===== config.mk =====
export PLATFORM = sky130hd
export DESIGN_NAME = branch_predict_unit
export DESIGN_NICKNAME = d
export VERILOG_FILES = /design/src/rtl/branch_pkg.sv /design/src/rtl/branch_target_buffer.sv /design/src/rtl/branch_predict_unit.sv
export SDC_FILE = /design/constraint.sdc
export NUM_CORES = 1
export LEC_CHECK = 0
export ABC_AREA = 1
export CAP_MARGIN = 20
export CORE_ASPECT_RATIO = 0.75
export CORE_MARGIN = 3
export CORE_UTILIZATION = 40
export CTS_CLUSTER_DIAMETER = 120
export DETAILED_ROUTE_END_ITERATION = 12
export SKIP_CTS_REPAIR_TIMING = 1
export SLEW_MARGIN = 10
export SYNTH_ARGS = -nofsm -noshare
export SYNTH_HDL_FRONTEND = slang
export SYNTH_SLANG_ARGS = --single-unit

===== constraint.sdc =====
create_clock -name clk -period 11.65 [get_ports clk]
set_input_delay 1.165 -clock clk [delete_from_list [all_inputs] [get_ports clk]]
set_output_delay 1.165 -clock clk [all_outputs]
set_load 0.05 [all_outputs]

===== src/rtl/branch_pkg.sv =====
`default_nettype none
// ============================================================================
// Module   : branch_pkg
// Brief    : Shared constants for the branch predict unit.
// Revision : 1.0 - initial release
// ============================================================================
package branch_pkg;

   // 2-bit reference encodings of the weak counter states. Wider counters
   // scale these up by shifting left, keeping the taken decision on the MSB.
   localparam logic [1:0] CNT_WEAK_NT = 2'b01;
   localparam logic [1:0] CNT_WEAK_T  = 2'b10;

endpackage
`default_nettype wire


===== src/rtl/branch_target_buffer.sv =====
`default_nettype none
// ============================================================================
// Module   : branch_target_buffer
// Brief    : Direct-mapped BTB with per-entry saturating counters. One
//            combinational lookup port and one registered update port.
// Revision : 1.0 - initial release
// ============================================================================
module branch_target_buffer
   import branch_pkg::*;
#(
   parameter int PC_W    = 9,
   parameter int ENTRIES = 16,
   parameter int CNT_W   = 2,
   parameter int IDX_W   = $clog2(ENTRIES),
   parameter int TAG_W   = PC_W - IDX_W - 2
) (
   input  logic             clk,
   input  logic             reset,
   // lookup port
   input  logic [IDX_W-1:0] rd_idx,
   input  logic [TAG_W-1:0] rd_tag,
   output logic             rd_taken,
   output logic [PC_W-1:0]  rd_target,
   // update port
   input  logic             upd_en,
   input  logic [IDX_W-1:0] upd_idx,
   input  logic [TAG_W-1:0] upd_tag,
   input  logic [PC_W-1:0]  upd_target,
   input  logic             upd_taken
);

   localparam logic [CNT_W-1:0] c_weak_t  = CNT_W'(CNT_WEAK_T) << (CNT_W - 2);
   localparam logic [CNT_W-1:0] c_weak_nt = c_weak_t - 1'b1;
   localparam logic [CNT_W-1:0] c_cnt_max = '1;

   typedef struct packed {
      logic             valid;
      logic [TAG_W-1:0] tag;
      logic [PC_W-1:0]  target;
      logic [CNT_W-1:0] cnt;
   } btb_entry_t;

   btb_entry_t entry_q [ENTRIES];
   btb_entry_t entry_d [ENTRIES];

   btb_entry_t w_rd_entry;
   btb_entry_t w_upd_entry;
   logic       w_rd_hit;
   logic       w_upd_hit;

   assign w_rd_entry  = entry_q[rd_idx];
   assign w_upd_entry = entry_q[upd_idx];
   assign w_rd_hit    = w_rd_entry.valid && (w_rd_entry.tag == rd_tag);
   assign w_upd_hit   = w_upd_entry.valid && (w_upd_entry.tag == upd_tag);

   // Lookup reads registered state only, so a same-cycle update is not visible
   always_comb begin
      rd_taken  = w_rd_hit & w_rd_entry.cnt[CNT_W-1];
      rd_target = rd_taken ? w_rd_entry.target : '0;
   end

   // Next table contents: train on a hit, allocate on a taken miss
   always_comb begin
      for (int i = 0; i < ENTRIES; i++) begin
         entry_d[i] = entry_q[i];
      end
      if (upd_en) begin
         if (w_upd_hit) begin
            if (upd_taken) begin
               if (w_upd_entry.cnt != c_cnt_max) begin
                  entry_d[upd_idx].cnt = w_upd_entry.cnt + 1'b1;
               end
               entry_d[upd_idx].target = upd_target;
            end else if (w_upd_entry.cnt != '0) begin
               entry_d[upd_idx].cnt = w_upd_entry.cnt - 1'b1;
            end
         end else if (upd_taken) begin
            entry_d[upd_idx] = '{valid: 1'b1, tag: upd_tag, target: upd_target, cnt: c_weak_t};
         end
      end
   end

   // Table storage, cleared to invalid / weakly-not-taken on reset
   always_ff @(posedge clk or posedge reset) begin
      if (reset) begin
         for (int i = 0; i < ENTRIES; i++) begin
            entry_q[i] <= '{valid: 1'b0, tag: '0, target: '0, cnt: c_weak_nt};
         end
      end else begin
         for (int i = 0; i < ENTRIES; i++) begin
            entry_q[i] <= entry_d[i];
         end
      end
   end

endmodule
`default_nettype wire


===== src/rtl/branch_predict_unit.sv =====
`default_nettype none
// ============================================================================
// Module   : branch_predict_unit
// Brief    : IF-stage prediction from the BTB, EX-stage resolve/redirect,
//            table training and branch/mispredict performance counters.
// Revision : 1.0 - initial release
// ============================================================================
module branch_predict_unit
   import branch_pkg::*;
#(
   parameter int PC_W    = 9,
   parameter int ENTRIES = 16,
   parameter int CNT_W   = 2,
   parameter int PERF_W  = 32
) (
   input  logic              clk,
   input  logic              reset,
   input  logic [PC_W-1:0]   IfPC,
   output logic              PredTaken,
   output logic [PC_W-1:0]   PredTarget,
   input  logic              ExValid,
   input  logic [PC_W-1:0]   Cur_PC,
   input  logic [31:0]       Imm,
   input  logic              Branch,
   input  logic              JalrSel,
   input  logic              Halt,
   input  logic [31:0]       AluResult,
   input  logic              ExPredTaken,
   input  logic [PC_W-1:0]   ExPredTarget,
   output logic [31:0]       PC_Imm,
   output logic [31:0]       PC_Four,
   output logic [31:0]       BrPC,
   output logic              PcSel,
   output logic              Mispredict,
   output logic [PERF_W-1:0] BranchCnt,
   output logic [PERF_W-1:0] MispredCnt
);

   localparam int IDX_W = $clog2(ENTRIES);
   localparam int TAG_W = PC_W - IDX_W - 2;

   logic [31:0]       w_cur_pc_ext;
   logic              w_act_taken;
   logic [PC_W-1:0]   w_act_tgt;
   logic              w_upd_en;
   logic [PERF_W-1:0] branch_cnt_q, branch_cnt_d;
   logic [PERF_W-1:0] mispred_cnt_q, mispred_cnt_d;

   // Fetch PC byte offset and the upper ALU bits never reach the table
   logic w_unused;
   assign w_unused = &{1'b0, IfPC[1:0], AluResult[31:PC_W]};

   assign w_cur_pc_ext = {{(32-PC_W){1'b0}}, Cur_PC};
   assign PC_Imm       = w_cur_pc_ext + Imm;
   assign PC_Four      = w_cur_pc_ext + 32'd4;

   // Actual outcome: jalr always taken and wins the target over the branch adder
   always_comb begin
      w_act_taken = JalrSel | (Branch & AluResult[0]);
      w_act_tgt   = JalrSel ? AluResult[PC_W-1:0] : PC_Imm[PC_W-1:0];
   end

   // Mispredict detection and redirect select; halt overrides everything
   always_comb begin
      Mispredict = 1'b0;
      PcSel      = 1'b0;
      BrPC       = '0;
      if (ExValid) begin
         if (Halt) begin
            PcSel = 1'b1;
            BrPC  = w_cur_pc_ext;
         end else begin
            Mispredict = (w_act_taken != ExPredTaken) |
                         (w_act_taken & ExPredTaken & (w_act_tgt != ExPredTarget));
            PcSel      = Mispredict;
            if (Mispredict) begin
               BrPC = w_act_taken ? {{(32-PC_W){1'b0}}, w_act_tgt} : PC_Four;
            end
         end
      end
   end

   assign w_upd_en = ExValid & (Branch | JalrSel) & ~Halt;

   branch_target_buffer #(
      .PC_W    (PC_W),
      .ENTRIES (ENTRIES),
      .CNT_W   (CNT_W)
   ) u_btb (
      .clk        (clk),
      .reset      (reset),
      .rd_idx     (IfPC[IDX_W+1:2]),
      .rd_tag     (IfPC[PC_W-1:IDX_W+2]),
      .rd_taken   (PredTaken),
      .rd_target  (PredTarget),
      .upd_en     (w_upd_en),
      .upd_idx    (Cur_PC[IDX_W+1:2]),
      .upd_tag    (Cur_PC[PC_W-1:IDX_W+2]),
      .upd_target (w_act_tgt),
      .upd_taken  (w_act_taken)
   );

   // Performance counters step by one per event and wrap naturally
   always_comb begin
      branch_cnt_d  = branch_cnt_q + PERF_W'(w_upd_en);
      mispred_cnt_d = mispred_cnt_q + PERF_W'(Mispredict);
   end

   // Performance counter registers
   always_ff @(posedge clk or posedge reset) begin
      if (reset) begin
         branch_cnt_q  <= '0;
         mispred_cnt_q <= '0;
      end else begin
         branch_cnt_q  <= branch_cnt_d;
         mispred_cnt_q <= mispred_cnt_d;
      end
   end

   assign BranchCnt  = branch_cnt_q;
   assign MispredCnt = mispred_cnt_q;

endmodule
`default_nettype wire


## After elaboration in Yosys (flattened, before gate mapping)

Cells that the tools add are included.

| word-level totals | value |
|---|---|
| bits in latches | 0 |
| RAM bits | 0 |
| word-level logic and storage cells | 133 |
| input port bits | 98 |
| output and inout port bits | 172 |
| flip-flop bits (word level) | 304 |
| memories | 0 |
| ROM bits | 0 |

| cells by class | value |
|---|---|
| $add $sub $neg | 6 |
| multipliers | 0 |
| equality and inequality tests | 5 |
| reductions and logical operators | 7 |
| bitwise operators | 12 |
| $lt $le $gt $ge | 3 |
| mux-type cells | 34 |
| divide/modulo/power cells | 0 |
| shifts and indexed selects | 0 |

Operators by type and width:

| cell | number |
|---|---|
| $mux 240 | 8 |
| $bwmux 240 | 4 |
| $demux 15 s4 | 3 |
| $bmux 15 s4 | 2 |
| $mux 15 | 5 |
| $add 32x1->32 | 2 |
| $add 9x32->32 | 1 |
| $mux 32 | 1 |
| $mux 10 | 3 |
| $mux 9 | 2 |
| $mux 11 | 1 |
| $add 9x3->10 const B | 1 |
| $ge 5x5->1 const B | 2 |
| $not 4->5 | 2 |
| $ne 9x9->1 | 1 |
| $and 1x1->1 | 6 |
| $eq 3x3->1 | 2 |
| $reduce_bool 2->1 | 3 |
| $lt 5x1->1 const B | 1 |
| $mux 1 | 4 |
| $logic_and 1x1->1 | 3 |
| $or 1x1->1 | 3 |
| $reduce_and 3->1 | 1 |
| $add 2x1->2 const B | 1 |
| other kinds (5) | 5 |

## Logic depth before layout (Yosys ltp)

Gate-level depths: netlist of run 1.

| logic depth | value |
|---|---|
| word-level depth | 13 |
| gate-level depth with buffers | 29 |
| gate-level depth less buffers | 29 |

## Cells and area by module

Synthesis of run 1 repeated with hierarchy kept, for this count alone.

| unflattened totals | value |
|---|---|
| cells, all modules | 2,446 |
| area total of the unflattened synthesis | 18,148.7 um^2 |

Modules (own cells, without submodules):

| module | cells each | times used | area an instance (um^2) | seq. area each (um^2) |
|---|---|---|---|---|
| branch_target_buffer | 1,773 | 1 | 12,956.2 | 6,025.8 |
| branch_predict_unit | 673 | 1 | 5,192.5 | 1,601.5 |

## Least setup slack after synthesis of run 1

OpenSTA, ideal clock, no wires.

| timing | value |
|---|---|
| kind | input to register |
| start | in Cur_PC[0] |
| end | reg mispred_cnt_q[28] (netlist: MispredCnt[28]) |
| stages on the path | 25 |
| required time | 11.568 ns |
| setup slack | 5.515 ns |
| setup time | 0.082 ns |
| path buffers | 0 |
| arrival | 6.053 ns |
| cell sequence | ha_1 -> inv_1 -> fa_1 -> xnor2_1 -> a21boi_1 -> o21ai_0 -> nor2_1 -> nand2_1 -> nor2_1 -> nand3_1 -> nand2_1 -> nand2_1 -> nand2_1 -> inv_1 -> ha_1 -> ha_1 -> nand3_1 -> nor2_1 -> nand2_1 -> nor3_1 -> nand4_1 -> nor4_1 -> nand2_1 -> nor2_1 -> xor2_1 |

| on the way | value |
|---|---|
| longest elaborated chain between the ends | 8 |

Ends and longest elaborated chain:

| element | RTL line | RTL |
|---|---|---|
| from (decl) | branch_predict_unit.sv:22 | `input logic [PC_W-1:0] Cur_PC,` |
| $add 9x32->32 | branch_predict_unit.sv:54 | `assign PC_Imm = w_cur_pc_ext + Imm;` |
| via PC_Imm[2] | branch_predict_unit.sv:30 | `output logic [31:0] PC_Imm,` |
| $mux 9 | branch_predict_unit.sv:60 | `w_act_tgt = JalrSel ? AluResult[PC_W-1:0] : PC_Imm[PC_W-1:0];` |
| $ne 9x9->1 | branch_predict_unit.sv:74 | `(w_act_taken & ExPredTaken & (w_act_tgt != ExPredTarget));` |
| $and 1x1->1 | branch_predict_unit.sv:74 |  |
| $or 1x1->1 | branch_predict_unit.sv:73 | `Mispredict = (w_act_taken != ExPredTaken) \|` |
| $mux 1 | branch_predict_unit.sv:69 | `if (Halt) begin` |
| $mux 1 | branch_predict_unit.sv:68 | `if (ExValid) begin` |
| via Mispredict | branch_predict_unit.sv:34 | `output logic Mispredict,` |
| $add 32x1->32 | branch_predict_unit.sv:106 | `mispred_cnt_d = mispred_cnt_q + PERF_W'(Mispredict);` |
| via mispred_cnt_d[28] | branch_predict_unit.sv:47 | `logic [PERF_W-1:0] mispred_cnt_q, mispred_cnt_d;` |
| to (signal assigned) | branch_predict_unit.sv:116 | `mispred_cnt_q <= mispred_cnt_d;` |
| to (decl) | branch_predict_unit.sv:47 |  |

The timed path passes the listed nets, and every way through them passes these cells.
A chain may end at the register's enable or synchronous reset.

## Worst setup path after layout of run 1

| timing | value |
|---|---|
| start | in Cur_PC[3] |
| end | out BrPC[9] |

| on the way | value |
|---|---|
| longest elaborated chain between the ends | 8 |
| elaborated cells between the ends (all ways) | 10 |
| classes of those cells | add/sub: 2; eq/ne: 1; mux: 5; bitwise: 2 |

Ends and longest elaborated chain:

| element | RTL line | RTL |
|---|---|---|
| $add 9x32->32 | branch_predict_unit.sv:54 |  |
| $mux 9 | branch_predict_unit.sv:60 |  |
| $ne 9x9->1 | branch_predict_unit.sv:74 |  |
| $and 1x1->1 | branch_predict_unit.sv:74 |  |
| $or 1x1->1 | branch_predict_unit.sv:73 |  |
| $mux 10 (*) | branch_predict_unit.sv:76 | `if (Mispredict) begin` |
| $mux 10 (*) | branch_predict_unit.sv:69 |  |
| $mux 32 (*) | branch_predict_unit.sv:68 |  |
| to (decl) | branch_predict_unit.sv:32 | `output logic [31:0] BrPC,` |

Every way passes the cells marked *; elsewhere a longest branch is shown, timed or not.

==> results.cfg, run 1 <==
[clocking]
clock-sinks = 304
cts.reportedPaths.clkPinSlew_ns = 0.06
cts_tree = yes
cts_made_buffers = 34
cts_buffer_depth = 3
cts_max_level = 2
root_buffer = clkbuf_16
clk_latency_ns = 0.52

[placed_design]
gp_congestion = 0.906
dp_hpwl_um = 39300
place.port_buffers = 200

[global_routing]
track_usage_pct = 23.8
antenna_found_initial = 0
grt-ovfl-total = 0
grt_max_degree = 185
grt_pass1_wl_um = 91400
grt_pass1_vias = 16200

[floorplan]
dieArea_um2 = 48300
rows = 67
die_w_um = 253
io_pins = 270
core_area_um2 = 44800
dieHeight_um = 191
start_util_pct = 40.7

[timing]
slew_viol_final = 0
skew_ns = 0.00781
worst_pin_slew_ns = 1.13
finalHoldViolations = 0
setup_violations = 0
fin_crit_sh_pct = 60.1
rsz0062_at_grt = false
worst_hold_slack_ns = 0.464
fin_crit_ns = 7.01
slew_headroom_pct = 24.5
tns_ns = 0
max_freq_mhz = 143

[run]
cap_violations = 0

[synthesis]
synth.distinct_cells = 50
ys_ff_latch = 304
synth-seq-area-share_pct = 41.8
synth_edf_count = 0
syn_inst = 2542
synth_area_um2 = 18300
avgSynthCellArea_um2 = 7.19
async_reset_ff_share_pct = 100
yosys_warnings = 0
ys.flop_type = dfrtp_1

[power]
p_per_area_nw_per_um2 = 143
leakagePower_nw = 10.2
vdd_ir_drop_max_mv = 0.0651

[setup_path]
cp_max_fo = 31
cp_data_arrival_time_ns = 5.84
critical_path_required_ns = 10.49
cp-end-kind = output port
worstSetupPathType = in -> out
cp-start-kind = input port

[cells_and_area]
diodes = 0
nNetsFinal = 2785
layout_common_cells = 751 x nand2_1, 288 x dfrtp_1, 286 x o21ai_0, 218 x inv_1, 197 x clkdlybuf4s50_1
syn2layout_area_growth_pct = 17.7
drive_gt1_share_pct = 5.36
final_common_cell = nand2_1

[min_path]
hp-class = reg -> reg

[route]
routed_wl_um = 57400
via_per_inst = 5.34
vias = 17500
drc_errors = 0
drt_first_pass_iters = 9
wl_per_cell_um = 17.5
drt_iter0_markers = 1793
ant_nets = 0

[run_status]
status = complete, no violations
[flip-flops by register name, indices dropped and copies added (netlist names)]
name	flops
BranchCnt	32
MispredCnt	32
u_btb.entry_q	240
[worst max-delay path: stages]
cell	delay, ns
clkdlybuf4s50_1	0.48
buf_4	0.42
ha_1	0.40
or2_2	0.37
nand3_1	0.12
nand3_1	0.11
nand3_1	0.12
nand2_1	0.45
nand2_1	0.18
nand2_1	0.08
nand3_1	0.13
nand2_1	0.09
nand2_1	0.25
nand2_1	0.36
nor2_1	0.27
clkdlybuf4s50_1	0.84
[cells by family after synthesis]
logic type | synth area share, %
AOI/OAI and AO/OA | 14.2
xor gates and xnor gates | 4.03
adders and majority gates | 1.55
buffers and inverters | 10.0
DFF | 41.8
muxes | 0.164
other | 0.0205
and+or+nand+nor | 28.3
[area by class of cell]
type / instances / area, um2
clock buffers: 50 / 1030
clock inverters: 9 / 76.3
flip-flops and latches: 304 / 7630
inverters: 242 / 916
multi-input cells: 1865 / 8970
repair buffers: 218 / 2140
fillers: 4486 / 23400
well taps: 586 / 733
[per-stage QoR]
stage / instances / instance area (um2) / setup WS [ns] / power (mW) / utilization (%)
detailed placement: 3215 / 20400 / 4.42 / 2.00 / 45.4
finish: 3274 / 21500 / 4.64 / 3.07 / 47.9
global placement: 3215 / 20400 / 4.54 / 1.99 / 45.4
CTS: 3274 / 21500 / 4.72 / 3.10 / 47.9
global route: 3274 / 21500 / 4.42 / 3.23 / 47.9
floorplan: 2585 / 18400 / 2.11 / 1.79 / -
[routing by layer]
| layer | GRT usage (%) | up-vias | routed length (um) |
|---|---|---|---|
| li1 | - | 8437 | - |
| met1 | 35.4 | 8169 | 27100 |
| met2 | 34.8 | 777 | 23500 |
| met3 | 5.35 | 104 | 5430 |
| met4 | 5.90 | 0 | 1360 |
| met5 | 0 | - | 0 |
[where the power goes]
| part | internal (mW) | switching (mW) | leakage, nW |
|---|---|---|---|
| Clock | 0.636 | 0.442 | 0.551 |
| Sequential | 1.19 | 0.0766 | 3.81 |
| Combinational | 0.220 | 0.505 | 5.81 |
| Total | 2.05 | 1.02 | 10.2 |
[cell usage after synthesis (9+ instances only)]
| cell type | count | area [um2] |
|---|---|---|
| dfstp_2 | 16 | 420 |
| o21ai_1 | 26 | 130 |
| xnor2_1 | 31 | 272 |
| xor2_1 | 53 | 464 |
| inv_2 | 16 | 60.1 |
| nor2_2 | 15 | 93.8 |
| a21oi_1 | 98 | 490 |
| nand2_1 | 751 | 2820 |
| o22ai_1 | 21 | 131 |
| dfrtp_1 | 288 | 7210 |
| o21ai_0 | 286 | 1430 |
| or2_2 | 9 | 56.3 |
| nor3_1 | 20 | 100 |
| inv_1 | 220 | 826 |
| nand3_1 | 162 | 811 |
| buf_2 | 18 | 90.1 |
| buf_4 | 52 | 390 |
| o31ai_1 | 16 | 120 |
| ha_1 | 21 | 263 |
| buf_1 | 9 | 33.8 |
| clkbuf_1 | 87 | 327 |
| nand4_1 | 78 | 488 |
| nor2_1 | 177 | 664 |
[final timing paths]
kind	from	slack, ns	cells past startpoint	end
worst max-delay path	Cur_PC[3]	4.64	16	BrPC[9]
worst min-delay path	u_btb.entry_q[29]$_DFFE_PP0P_	0.46	2	u_btb.entry_q[29]$_DFFE_PP0P_
worst max register to register	u_btb.entry_q[210]$_DFFE_PP1P_	7.85	15	u_btb.entry_q[61]$_DFFE_PP0P_
worst min register to register	u_btb.entry_q[29]$_DFFE_PP0P_	0.46	2	u_btb.entry_q[29]$_DFFE_PP0P_
max in group asynchronous	reset	8.87	3	u_btb.entry_q[200]$_DFFE_PP0P_
min in group asynchronous	reset	1.20	2	MispredCnt[2]$_DFF_PP0_
No activity file was read; power rests on OpenSTA's default activity.
==> run 2: changes to the inputs <==
==> constraint.sdc (replaced) <==
create_clock -name clk -period 6.9 [get_ports clk]
set_input_delay 0.69 -clock clk [delete_from_list [all_inputs] [get_ports clk]]
set_output_delay 0.69 -clock clk [all_outputs]
set_load 0.05 [all_outputs]
==> run 2 against run 1 <==
Compared with the run above: cell area is 0.51% higher; total power is 72% higher; clock-buffer cell count is 4 higher; sequential cell count stayed put; utilization is 0.24 points higher; sequential power is 69% higher; clock power is 76% higher; global-route usage is 0.21 points lower; combinational power is 70% higher.
==> results.cfg, run 2 (synthesis results as in run 1) <==
[power]
seqPwrFrac_pct = 40.6
vdd_ir_drop_max_mv = 0.106
p_sw_share_pct = 32.8
leakagePower_nw = 10.2
power.switching_mw = 1.73
power_frac_comb_pct = 23.3
intPower_mw = 3.54
total_power_mw = 5.28
pwr-share-clk_pct = 36.1
p_per_area_nw_per_um2 = 244

[timing]
slew_viol_final = 0
fin_crit_ns = 5.81
setup_violations = 0
worst_pin_slew_ns = 1.02
rsz0062_at_grt = false
fin_crit_sh_pct = 84.2
slew_headroom_pct = 32.1
max_freq_mhz = 172
tns_ns = 0
finalHoldViolations = 0
skew_ns = 0.0272

[global_routing]
track_usage_pct = 23.5
grt-ovfl-total = 0
antenna_found_initial = 0
grt_max_degree = 178
grt_pass1_wl_um = 90800
grt_pass1_vias = 16200

[route]
ant_nets = 0
drc_errors = 0
routed_wl_um = 57700
vias = 17500
drt_iter0_markers = 1777
drt_first_pass_iters = 6
via_per_inst = 5.32
wl_per_cell_um = 17.6

[placed_design]
place.port_buffers = 200
gp_congestion = 0.913
dp_hpwl_um = 39900

[cells_and_area]
drive_gt1_share_pct = 5.53
largest_reg_flops = 240
syn2layout_area_growth_pct = 18.2
layout_common_cells = 751 x nand2_1, 288 x dfrtp_1, 286 x o21ai_0, 218 x inv_1, 197 x clkdlybuf4s50_1
regMostFlops = u_btb.entry_q
nNetsFinal = 2791
diodes = 0
final_common_cell = nand2_1

[setup_path]
worst_path_max_delay_cell = clkdlybuf4s50_1
cp_max_fo = 18
cp-start-kind = input port
path_common_cell = nand2_1
worstSetupPathType = in -> reg
cp_data_arrival_time_ns = 6.25
slowest_delay_ns = 0.54
cp-end-kind = flip-flop
critical_path_required_ns = 7.34

[clocking]
cts_buffer_depth = 3
root_buffer = clkbuf_16
cts_tree = yes
clock-sinks = 304
cts.reportedPaths.clkPinSlew_ns = 0.06
cts_made_buffers = 34
clk_latency_ns = 0.54
cts_max_level = 2

[run]
cap_violations = 0

[floorplan]
core_area_um2 = 44800
dieHeight_um = 191
die_w_um = 253
io_pins = 270
start_util_pct = 40.7
rows = 67
dieArea_um2 = 48300

[min_path]
hp-class = reg -> reg

[run_status]
status = complete, no violations
## run 2: metal layers
metal | track usage (%) | vias up | routed length [um]
met1 | 35.2 | 8173 | 27100
met4 | 5.98 | 0 | 1220
met2 | 34.5 | 741 | 24000
met3 | 4.88 | 87 | 5350
li1 | - | 8467 | -
met5 | 0 | - | 0
## run 2: layout make-up
cell class | count | area (um2)
clock buffers | 54 | 1090
clock inverters | 6 | 86.3
fillers | 4466 | 23200
inverters | 242 | 912
multi-input cells | 1865 | 8970
flip-flops and latches | 304 | 7630
well taps | 586 | 733
repair buffers | 224 | 2180
## run 2: worst max-delay path: cells and delay by family
| family | cells | cell delay, ns |
|---|---|---|
| xor gates and xnor gates | 1 | 0.15 |
| and+or+nand+nor | 21 | 3.32 |
| adders and majority gates | 4 | 1.01 |
| buffers and inverters | 5 | 1.08 |
## run 2: stage by stage
step	hold WS [ns]	utilization [%]	cell area [um2]	std cells	setup WS, ns
3_5_place_dp	0.455	45.5	20400	3221	0.648
2_1_floorplan	0.428	-	18400	2585	1.24
3_3_place_gp	0.454	45.5	20400	3221	0.725
4_1_cts	0.470	48.2	21600	3281	1.17
6_report	0.470	48.2	21600	3281	1.09
5_1_grt	0.491	48.2	21600	3281	0.687
## run 2: worst paths after layout
path / startpoint / endpoint / slack, ns / cells past startpoint
worst max-delay path: Cur_PC[0] / MispredCnt[28]$_DFF_PP0_ / 1.09 / 31
worst min-delay path: BranchCnt[31]$_DFF_PP0_ / BranchCnt[31]$_DFF_PP0_ / 0.47 / 1
worst max register to register: u_btb.entry_q[75]$_DFFE_PP1P_ / u_btb.entry_q[177]$_DFFE_PP0P_ / 3.28 / 13
worst min register to register: BranchCnt[31]$_DFF_PP0_ / BranchCnt[31]$_DFF_PP0_ / 0.47 / 1
max in group asynchronous: reset / u_btb.entry_q[217]$_DFFE_PP0P_ / 5.30 / 3
min in group asynchronous: reset / u_btb.entry_q[162]$_DFFE_PP0P_ / 0.84 / 3
## run 2: power groups by stage
stage / Combinational [mW] / Sequential [mW] / Clock, mW
2_1_floorplan: 0.759 / 2.26 / 0
3_3_place_gp: 1.20 / 2.16 / 0
3_5_place_dp: 1.22 / 2.17 / 0
4_1_cts: 1.22 / 2.14 / 1.95
5_1_grt: 1.35 / 2.17 / 2.03
6_report: 1.23 / 2.14 / 1.90
==> run 3: changes to the inputs <==
==> constraint.sdc (replaced) <==
create_clock -name clk -period 4.9 [get_ports clk]
set_input_delay 0.49 -clock clk [delete_from_list [all_inputs] [get_ports clk]]
set_output_delay 0.49 -clock clk [all_outputs]
set_load 0.05 [all_outputs]
==> run 3 against run 2 <==
Compared with the run above: utilization is 1.5 points higher; via count up 1.6%; sequential share of layout area decreased by 1.1 points; largest power group unchanged; first-iteration DRC count is 8.2% lower; largest cell class unchanged; worst setup slack got worse by 0.59 ns; critical path depth did not move; cell area increased by 3.2%; sequential power is 41% higher.
==> results.cfg, run 3 (synthesis results as in run 1) <==
[run_status]
status = complete, no violations

[global_routing]
antenna_found_initial = 0
grt_pass1_wl_um = 93700
track_usage_pct = 24.4
grt_max_degree = 87
grt_pass1_vias = 16700
grt-ovfl-total = 0

[timing]
worst_pin_slew_ns = 0.944
rsz0062_at_grt = false
setup_violations = 0
slew_viol_final = 0
slew_headroom_pct = 37.1
skew_ns = 0.0159
max_freq_mhz = 227
worst_hold_slack_ns = 0.435
finalHoldViolations = 0
fin_crit_ns = 4.40
fin_crit_sh_pct = 89.8

[setup_path]
path_common_cell = nand2_1
cp-start-kind = input port
crit_family = simple AND/OR/NAND/NOR gates
cp-end-kind = flip-flop
cp_data_arrival_time_ns = 4.86
slowest_delay_ns = 0.48
startpoint = Cur_PC[0]
r2r_cells = 13
worst_path_max_delay_cell = clkdlybuf4s50_1
cp_max_fo = 4
critical_path_required_ns = 5.36
reg2reg_to = u_btb.entry_q[59]$_DFFE_PP0P_
regToRegStartpoint = u_btb.entry_q[179]$_DFFE_PP0P_
ff2ff_setup_slack_ns = 1.95
cp_num_buf_inv = 5
worstSetupPathType = in -> reg

[floorplan]
io_pins = 270
dieHeight_um = 191
die_w_um = 253
rows = 67
dieArea_um2 = 48300
core_area_um2 = 44800
start_util_pct = 40.7

[power]
leakagePower_nw = 10.6
p_per_area_nw_per_um2 = 333
vdd_ir_drop_max_mv = 0.199

[route]
drt_first_pass_iters = 6
vias = 17700
drt_iter0_markers = 1632
wl_per_cell_um = 17.8
routed_wl_um = 59400
via_per_inst = 5.33
drc_errors = 0
ant_nets = 0

[clocking]
root_buffer = clkbuf_16
clock-sinks = 304
cts_tree = yes
cts_buffer_depth = 3
cts_made_buffers = 35
cts.reportedPaths.clkPinSlew_ns = 0.05
clk_latency_ns = 0.54
cts_max_level = 2

[cells_and_area]
diodes = 0
layout_common_cells = 751 x nand2_1, 288 x dfrtp_1, 286 x o21ai_0, 219 x inv_1, 177 x nor2_1
drive_gt1_share_pct = 8.32
syn2layout_area_growth_pct = 22.0
nNetsFinal = 2836
regArea_um2 = 7630
regMostFlops = u_btb.entry_q
final_common_cell = nand2_1
fill_cells = 4382
design_area_um2 = 22300
largest_reg_flops = 240
multiInputGateArea_um2 = 8990

[placed_design]
placed_cell_area_um2 = 21200
place.port_buffers = 200
dp_hpwl_um = 41800
gp_congestion = 0.913

[run]
cap_violations = 0

[min_path]
hp-class = in -> async
## run 3: cell types whose count changed in the layout (fill, tap and decap cells not counted), sizes merged
cell and change:
buf +85, clkdlybuf4s50 -41, clkbuf +4, clkinv -3
inv +2, bufinv -1, clkinvlp -1
## run 3: worst max path at each step
stage	endpoint	slack, ns	cells after the start
after floorplan	MispredCnt[28]$_DFF_PP0_	0.03	25
after global placement	MispredCnt[28]$_DFF_PP0_	0.07	31
after detailed placement	MispredCnt[28]$_DFF_PP0_	-0.03	31
after CTS	MispredCnt[28]$_DFF_PP0_	0.56	31
after global routing	MispredCnt[28]$_DFF_PP0_	0.04	31
final	MispredCnt[28]$_DFF_PP0_	0.50	31
## run 3: through the flow
stage / setup slack (ns) / instances / power, mW / TNS, ns / util (%)
final: 0.501 / 3326 / 7.42 / 0 / 49.7
after global routing: 0.0433 / 3326 / 7.81 / 0 / 49.7
after CTS: 0.558 / 3326 / 7.48 / 0 / 49.7
after detailed placement: -0.0264 / 3265 / 4.87 / -0.0264 / 47.2
after global placement: 0.0750 / 3265 / 4.83 / 0 / 47.2
after floorplan: 0.0267 / 2585 / 4.25 / 0 / -
## run 3: final cells by class
| cell class | count | area share (%) |
|---|---|---|
| clock buffer | 58 | 4.73 |
| clock inverter | 3 | 0.247 |
| inverter | 242 | 4.09 |
| multi-input combinational | 1865 | 40.3 |
| sequential | 304 | 34.2 |
| tap | 586 | 3.29 |
| timing repair buffer | 268 | 13.1 |
## run 3: per-layer routing
| metal | global-route usage, % | vias to the layer above | wire (um) |
|---|---|---|---|
| li1 | - | 8558 | - |
| met1 | 35.4 | 8313 | 27100 |
| met2 | 36.3 | 774 | 24800 |
| met4 | 6.74 | 0 | 1490 |
| met3 | 5.94 | 96 | 5990 |
| met5 | 0 | - | 0 |
## run 3: where the power goes
group	total (mW)	leakage, nW	switching (mW)	internal (mW)
Sequential	3.02	3.81	0.187	2.83
Clock	2.58	0.537	1.06	1.52
Combinational	1.82	6.27	1.23	0.594
